`src/rtl/uart_prog_pkg.sv`:
```
// Shared types and defaults for the UART program loader.
package uart_prog_pkg;

    typedef enum logic [1:0] {
        IDLE  = 2'd0,
        RECV  = 2'd1,
        DRAIN = 2'd2,
        DONE  = 2'd3
    } state_e;

    localparam logic [31:0] END_MARKER_DEF  = 32'h0000_0FFF;
    localparam logic [15:0] DEFAULT_CPB_DEF = 16'd87;
    localparam logic [15:0] CPB_MIN         = 16'd2;

    // The UART RX cannot sample mid-bit with fewer than two clocks per bit.
    function automatic logic [15:0] clamp_cpb(input logic [15:0] v);
        return (v < CPB_MIN) ? CPB_MIN : v;
    endfunction

endpackage

```
`src/rtl/uart_word_assembler.sv`:
```
// Packs received bytes little-endian into 32-bit words. The completed word and its
// valid pulse are presented in the same cycle as the fourth byte.
module uart_word_assembler (
    input  logic        clk_i,
    input  logic        rst_ni,
    input  logic        clr_i,
    input  logic        dv_i,
    input  logic [7:0]  byte_i,
    output logic [31:0] word_o,
    output logic        word_vld_o
);

    logic [1:0] idx_q, idx_d;

    always_comb begin
        idx_d = idx_q;
        if (clr_i) begin
            idx_d = '0;
        end else if (dv_i) begin
            idx_d = idx_q + 2'd1;
        end
    end

    always_ff @(posedge clk_i or negedge rst_ni) begin
        if (!rst_ni) begin
            idx_q <= '0;
        end else begin
            idx_q <= idx_d;
        end
    end

    genvar gi;
    generate
        for (gi = 0; gi < 4; gi++) begin : g_lane
            logic       hit;
            logic [7:0] lane_q;

            assign hit = dv_i && (idx_q == 2'(gi));

            always_ff @(posedge clk_i or negedge rst_ni) begin
                if (!rst_ni) begin
                    lane_q <= '0;
                end else if (clr_i) begin
                    lane_q <= '0;
                end else if (hit) begin
                    lane_q <= byte_i;
                end
            end

            // Bypass the incoming byte so the word is usable in its arrival cycle.
            assign word_o[8*gi +: 8] = hit ? byte_i : lane_q;
        end
    endgenerate

    assign word_vld_o = dv_i && (idx_q == 2'd3) && !clr_i;

endmodule

```
`src/rtl/uart_prog_loader.sv`:
```
// Boot-time sequencer: sets the UART baud divisor, assembles received words and
// writes them to instruction memory, holding the core in reset until the end marker.
module uart_prog_loader
    import uart_prog_pkg::*;
#(
    parameter int                ADDR_W      = 16,
    parameter logic [ADDR_W-1:0] BASE_ADDR   = '0,
    parameter logic [15:0]       DEFAULT_CPB = DEFAULT_CPB_DEF,
    parameter logic [31:0]       END_MARKER  = END_MARKER_DEF
) (
    input  logic              clk_i,
    input  logic              rst_ni,
    input  logic              prog_en_i,
    input  logic              cfg_we_i,
    input  logic [15:0]       cfg_cpb_i,
    output logic [15:0]       clks_per_bit_o,
    input  logic              rx_dv_i,
    input  logic [7:0]        rx_byte_i,
    output logic              mem_req_o,
    input  logic              mem_gnt_i,
    output logic [ADDR_W-1:0] mem_addr_o,
    output logic [31:0]       mem_wdata_o,
    output logic              core_rst_no,
    output logic              busy_o,
    output logic              done_o,
    output logic              overrun_o,
    output logic [ADDR_W-1:0] word_cnt_o
);

    state_e            state_q, state_d;
    logic [15:0]       cpb_q, cpb_d;
    logic              req_q, req_d;
    logic [ADDR_W-1:0] addr_q, addr_d;
    logic [31:0]       wdata_q, wdata_d;
    logic              core_rst_n_q, core_rst_n_d;
    logic              busy_q, busy_d;
    logic              done_q, done_d;
    logic              overrun_q, overrun_d;
    logic [ADDR_W-1:0] cnt_q, cnt_d;

    logic        asm_clr, asm_dv, word_vld, granted;
    logic [31:0] word;

    assign asm_clr = (state_q == IDLE) && prog_en_i;
    assign asm_dv  = (state_q == RECV) && rx_dv_i;
    assign granted = req_q && mem_gnt_i;

    uart_word_assembler u_asm (
        .clk_i      (clk_i),
        .rst_ni     (rst_ni),
        .clr_i      (asm_clr),
        .dv_i       (asm_dv),
        .byte_i     (rx_byte_i),
        .word_o     (word),
        .word_vld_o (word_vld)
    );

    always_comb begin
        state_d   = state_q;
        cpb_d     = cpb_q;
        req_d     = req_q;
        addr_d    = addr_q;
        wdata_d   = wdata_q;
        overrun_d = overrun_q;
        cnt_d     = cnt_q;

        if (granted) begin
            req_d  = 1'b0;
            addr_d = addr_q + ADDR_W'(4);
            cnt_d  = cnt_q + ADDR_W'(1);
        end

        case (state_q)
            IDLE: begin
                if (cfg_we_i) begin
                    cpb_d = clamp_cpb(cfg_cpb_i);
                end
                if (prog_en_i) begin
                    state_d   = RECV;
                    addr_d    = BASE_ADDR;
                    cnt_d     = '0;
                    overrun_d = 1'b0;
                end
            end
            RECV: begin
                if (word_vld) begin
                    if (word == END_MARKER) begin
                        state_d = DRAIN;
                    end else if (!req_q || mem_gnt_i) begin
                        // A grant this cycle frees the slot in time for the new word.
                        wdata_d = word;
                        req_d   = 1'b1;
                    end else begin
                        overrun_d = 1'b1;
                    end
                end
            end
            DRAIN: begin
                if (!req_q || mem_gnt_i) begin
                    state_d = DONE;
                end
            end
            DONE: begin
                if (!prog_en_i) begin
                    state_d = IDLE;
                end
            end
            default: state_d = IDLE;
        endcase

        core_rst_n_d = (state_d == IDLE) || (state_d == DONE);
        busy_d       = (state_d == RECV) || (state_d == DRAIN);
        done_d       = (state_d == DONE);
    end

    always_ff @(posedge clk_i or negedge rst_ni) begin
        if (!rst_ni) begin
            state_q      <= IDLE;
            cpb_q        <= DEFAULT_CPB;
            req_q        <= 1'b0;
            addr_q       <= BASE_ADDR;
            wdata_q      <= '0;
            core_rst_n_q <= 1'b0;
            busy_q       <= 1'b0;
            done_q       <= 1'b0;
            overrun_q    <= 1'b0;
            cnt_q        <= '0;
        end else begin
            state_q      <= state_d;
            cpb_q        <= cpb_d;
            req_q        <= req_d;
            addr_q       <= addr_d;
            wdata_q      <= wdata_d;
            core_rst_n_q <= core_rst_n_d;
            busy_q       <= busy_d;
            done_q       <= done_d;
            overrun_q    <= overrun_d;
            cnt_q        <= cnt_d;
        end
    end

    assign clks_per_bit_o = cpb_q;
    assign mem_req_o      = req_q;
    assign mem_addr_o     = addr_q;
    assign mem_wdata_o    = wdata_q;
    assign core_rst_no    = core_rst_n_q;
    assign busy_o         = busy_q;
    assign done_o         = done_q;
    assign overrun_o      = overrun_q;
    assign word_cnt_o     = cnt_q;

endmodule

```
`config.mk`:
```
export PLATFORM = sky130hd
export DESIGN_NAME = uart_prog_loader
export DESIGN_NICKNAME = d
export VERILOG_FILES = /design/src/rtl/uart_prog_pkg.sv /design/src/rtl/uart_word_assembler.sv /design/src/rtl/uart_prog_loader.sv
export SDC_FILE = /design/constraint.sdc
export NUM_CORES = 1
export LEC_CHECK = 0
export ABC_AREA = 1
export BUFFER_PORTS_ARGS = -buffer_cell sky130_fd_sc_hd__buf_2
export CAP_MARGIN = 30
export CORE_ASPECT_RATIO = 0.5
export CORE_MARGIN = 1
export CORE_UTILIZATION = 30
export CTS_BUF_LIST = sky130_fd_sc_hd__clkbuf_16
export DETAILED_ROUTE_END_ITERATION = 7
export MAX_ROUTING_LAYER = met4
export PLACE_DENSITY = 0.54
export SETUP_SLACK_MARGIN = 0.02
export SYNTH_ARGS = -nofsm -noshare
export SYNTH_HDL_FRONTEND = slang
export SYNTH_SLANG_ARGS = --single-unit
```
`constraint.sdc`:
```
create_clock -name clk_i -period 2.3 [get_ports clk_i]
set_clock_uncertainty 0.15 [all_clocks]
set_input_delay 0.115 -clock clk_i [delete_from_list [all_inputs] [get_ports clk_i]]
set_output_delay 0.115 -clock clk_i [all_outputs]
set_load 0.1 [all_outputs]
```
==> impl_metrics.env <==
export IMPL_clk_latency_ns=0.42
export IMPL_ys_seq_elements=119
export IMPL_grtUsageMet1_pct=24.1
export IMPL_post_synth_inst_count=700
export IMPL_synth_warning_count=0
export IMPL_antenna_found_initial=0
export IMPL_cts_tree="done"
export IMPL_drive_above_1_share_pct=35.4
export IMPL_grt_setup_unrepaired="true"
export IMPL_synth_edff_count=0
export IMPL_vias=5386
export IMPL_layout_filler_cells=1743
export IMPL_r2r_end="mem_wdata_o[18]$_DFFE_PN0P_"
export IMPL_syn_to_final_growth_pct=53.1
export IMPL_switchingPower_mw=6.76
export IMPL_final_net_count=978
export IMPL_max_stage_delay_ns=0.46
export IMPL_worst_setup_timing_slack_at_the_placement_stage_ns=-0.319
export IMPL_die_h_um=98.7
export IMPL_cts_sinks=119
export IMPL_die_width_um=195
export IMPL_crit_buf_inv=4
export IMPL_track_usage_pct=18.1
export IMPL_first_global_vias=5136
export IMPL_drt_total_wl_mm=16.6
export IMPL_place_gp_congestion=0.835
export IMPL_final_max_slew_viol_count=0
export IMPL_setup_viol=34
export IMPL_core_rowCount=34
export IMPL_dpl_cell_count=1104
export IMPL_dominantRegCellSynth="sky130_fd_sc_hd__dfrtp_1"
export IMPL_crit_slowest_cell="sky130_fd_sc_hd__dfrtp_2"
export IMPL_final_period_minus_worst_setup_slack_ns=2.46
export IMPL_status="complete, but fails checks"
export IMPL_vias_per_cell=4.53
export IMPL_remaining_drc_errors=0
export IMPL_combPwrFrac_pct=53.2
export IMPL_layout_setup_ws_ns=-0.156
export IMPL_finish_utilization_pct=48.2
export IMPL_pwr_share_seq_pct=24.5
export IMPL_worstSetupPathType="reg2reg"
export IMPL_die_area_mm2=0.0193
export IMPL_worst_max_slew_margin_expressed_relative_to_the_limit_pct=55.2
export IMPL_worst_r2r_startpoint="u_asm.idx_q[0]$_DFFE_PN0P_"
export IMPL_cts_root_buf="sky130_fd_sc_hd__clkbuf_16"
export IMPL_finalCritPeriodShare_pct=107
export IMPL_swShare_pct=50.0
export IMPL_timing_critical_path_fanout_max=7
export IMPL_number_of_diodes=0
export IMPL_routed_wire_length_per_instance_um=14.0
export IMPL_grt_max_usage_layer="met2"
export IMPL_synth_top_area_share_pct=50.8
export IMPL_cp_required_ns=2.50
export IMPL_share_clk_of_total_power_pct=22.4
export IMPL_number_of_buffers_created_by_cts=17
export IMPL_max_slew_worst_pin_slew_ns=0.671
export IMPL_crit_end="mem_wdata_o[18]$_DFFE_PN0P_"
export IMPL_overflow_after_grt=0
export IMPL_fmaxAchievable_mhz=407
export IMPL_path_depth=15
export IMPL_leakage_power_nw=4.50
export IMPL_ios=115
export IMPL_netlist_cell_type_count=29
export IMPL_timing_final_hold_violations=0
export IMPL_ir_drop_uv=987
export IMPL_crit_path_end_kind="register"
export IMPL_met2_usage_pct=27.5
export IMPL_layout_cells_most_common_list="sky130_fd_sc_hd__nand2_1, sky130_fd_sc_hd__buf_2, sky130_fd_sc_hd__dfrtp_1"
export IMPL_floorplan_core_area_mm2=0.0178
export IMPL_drv_cap=0
export IMPL_synthesized_cell_area_mm2=0.00561
export IMPL_floorplan_initialDensity_pct=31.5
export IMPL_violations="setup timing"
export IMPL_final_instance_count_excl_fill=1188
export IMPL_mostFrequentLayoutCell="sky130_fd_sc_hd__nand2_1"
export IMPL_grt_met3_usage_pct=4.18
export IMPL_critPathArrivalTime_ns=2.66
export IMPL_setup_reg_to_reg_worst_slack_ns=-0.16
export IMPL_tightest_hold_check_type="in2reg"
export IMPL_grt_max_degree=120
export IMPL_dr_pass1_iters=4
export IMPL_buffer_ports_inserted=112
export IMPL_synth_area_leaders="sky130_fd_sc_hd__dfrtp_1, sky130_fd_sc_hd__nand2_1, sky130_fd_sc_hd__nor2_1"
export IMPL_cp_top_family="simple AND/OR/NAND/NOR gates"
export IMPL_clk_transition_reported_paths_ns=0.06
export IMPL_p_int_mw=6.76
export IMPL_drt_initial_drc_count=274
export IMPL_route_antenna_remaining_nets=0
export IMPL_synth_seq_area_share_pct=53.2
export IMPL_async_set_or_reset_flop_fraction_in_the_synthesized_netlist_pct=100
export IMPL_clock_tree_buffer_depth=2
export IMPL_powerDensity_mw_per_mm2=1570
export IMPL_rr_worst_depth=15
export IMPL_deepest_level_of_the_cts_h_tree=4
export IMPL_average_size_of_a_mapped_cell_um2=8.02
export IMPL_worstPathCellList="inv_4 > ha_4 > nand4_4 > buf_6 > o21ai_4 > nand2_2 > nor2_4 > nand2_2 > nor2_4 > nand2_4 > buf_12 > nand3_4 > clkbuf_16 > nand2_1 > nand2_1"
export IMPL_final_cell_area_mm2=0.00859
export IMPL_synth_largest_area_cell="sky130_fd_sc_hd__dfrtp_1"
export IMPL_dpl_hpwl_mm=11.0
export IMPL_cp_startpoint="u_asm.idx_q[0]$_DFFE_PN0P_"
export IMPL_placed_cell_area_mm2=0.00709
export IMPL_critical_path_start_type="register"
export IMPL_grt_first_pass_wirelength_mm=26.5
## timing repair
item,in CTS,in global routing
setup buffers,1,16
pin swaps,2,29
hold buffers,28,0
setup endpoints to repair,39,44
gates resized for setup,29,62
cloned,2,5
hold endpoints to repair,137,0
## layout make-up
cell class                      instances  area, um^2  share of cell area, %
Clock inverter                         15         231                   2.69
Tap cell                              234         293                   3.41
Clock buffer                           17         425                   4.95
Timing Repair Buffer                  248        1790                   20.9
Inverter                               83         318                   3.70
Sequential cell                       119        3010                   35.0
Multi-Input combinational cell        472        2520                   29.4
## worst min-delay path by stage
stage                                     endpoint    startpoint  cells past startpoint  slack [ns]
6_report       u_asm.g_lane[0].lane_q[6]$_DFF_PN0_  rx_byte_i[6]                      4        0.01
5_1_grt        u_asm.g_lane[2].lane_q[7]$_DFF_PN0_  rx_byte_i[7]                      4        0.03
4_1_cts        u_asm.g_lane[0].lane_q[6]$_DFF_PN0_  rx_byte_i[6]                      4      0.0002
3_5_place_dp              word_cnt_o[11]$_DFF_PN0_        rst_ni                      2        0.12
3_3_place_gp               mem_addr_o[5]$_DFF_PN0_        rst_ni                      2        0.12
2_1_floorplan                     busy_o$_DFF_PN0_        rst_ni                      0       -0.33
## sequential cells by signal (all words and copies together), names as in the netlist
| signal | count |
|---|---|
| core_rst_no | 1 |
| mem_wdata_o | 32 |
| busy_o | 1 |
| u_asm.g_lane.lane_q | 32 |
| mem_req_o | 1 |
| clks_per_bit_o | 16 |
| done_o | 1 |
| overrun_o | 1 |
| word_cnt_o | 16 |
| mem_addr_o | 14 |
| u_asm.idx_q | 2 |
| state_q | 2 |
## tightest hold or removal path: stages
cell	delay [ns]
sky130_fd_sc_hd__buf_2	0.14
sky130_fd_sc_hd__nand3_1	0.12
sky130_fd_sc_hd__buf_4	0.11
sky130_fd_sc_hd__a21oi_1	0.05
## synth_stat cells, types with 6 or more instances
library cell,n
sky130_fd_sc_hd__nand2_1,225
sky130_fd_sc_hd__dfrtp_1,114
sky130_fd_sc_hd__nor2_1,84
sky130_fd_sc_hd__inv_1,82
sky130_fd_sc_hd__nand4_1,40
sky130_fd_sc_hd__o21ai_0,28
sky130_fd_sc_hd__a21oi_1,24
sky130_fd_sc_hd__nand3_1,19
sky130_fd_sc_hd__clkbuf_1,15
sky130_fd_sc_hd__nor3_1,11
sky130_fd_sc_hd__ha_1,7
sky130_fd_sc_hd__o21ai_1,6
sky130_fd_sc_hd__xor2_1,6
## power groups by stage
stage	clock [mW]	combinational (mW)	sequential, mW
5_1_grt	3.20	7.63	3.40
3_3_place_gp	0	6.64	3.31
3_5_place_dp	0	6.68	3.32
2_1_floorplan	0	1.53	6.79
4_1_cts	3.08	6.85	3.30
6_report	3.03	7.19	3.31
## per-layer routing
metal	part of all wire [%]	wire length [um]
met1	49	8080
met3	3.7	622
met5	0	0
met2	46	7700
met4	1.2	203
## metrics by stage
step | hold slack, ns | power (mW) | setup TNS [ns]
3_5_place_dp | 0.121 | 10.0 | -10.58
2_1_floorplan | -0.331 | 8.32 | -0.0127
4_1_cts | 0.000178 | 13.2 | -2.68
5_1_grt | 0.0264 | 14.2 | -8.94
3_3_place_gp | 0.118 | 9.95 | -8.57
6_report | 0.0134 | 13.5 | -4.19
## kinds of logic (layout without fill, tap and decap cells)
logic type,after synthesis,after routing,share of synthesized area [%]
other cells,1,2,0.0668
simple gates,390,392,29.7
buf+inv,112,363,8.36
xor+xnor,11,11,1.72
fa+ha+maj,7,7,1.56
flops,119,119,53.2
compound gates,60,60,5.42
No activity file was read; power rests on OpenSTA's default activity.
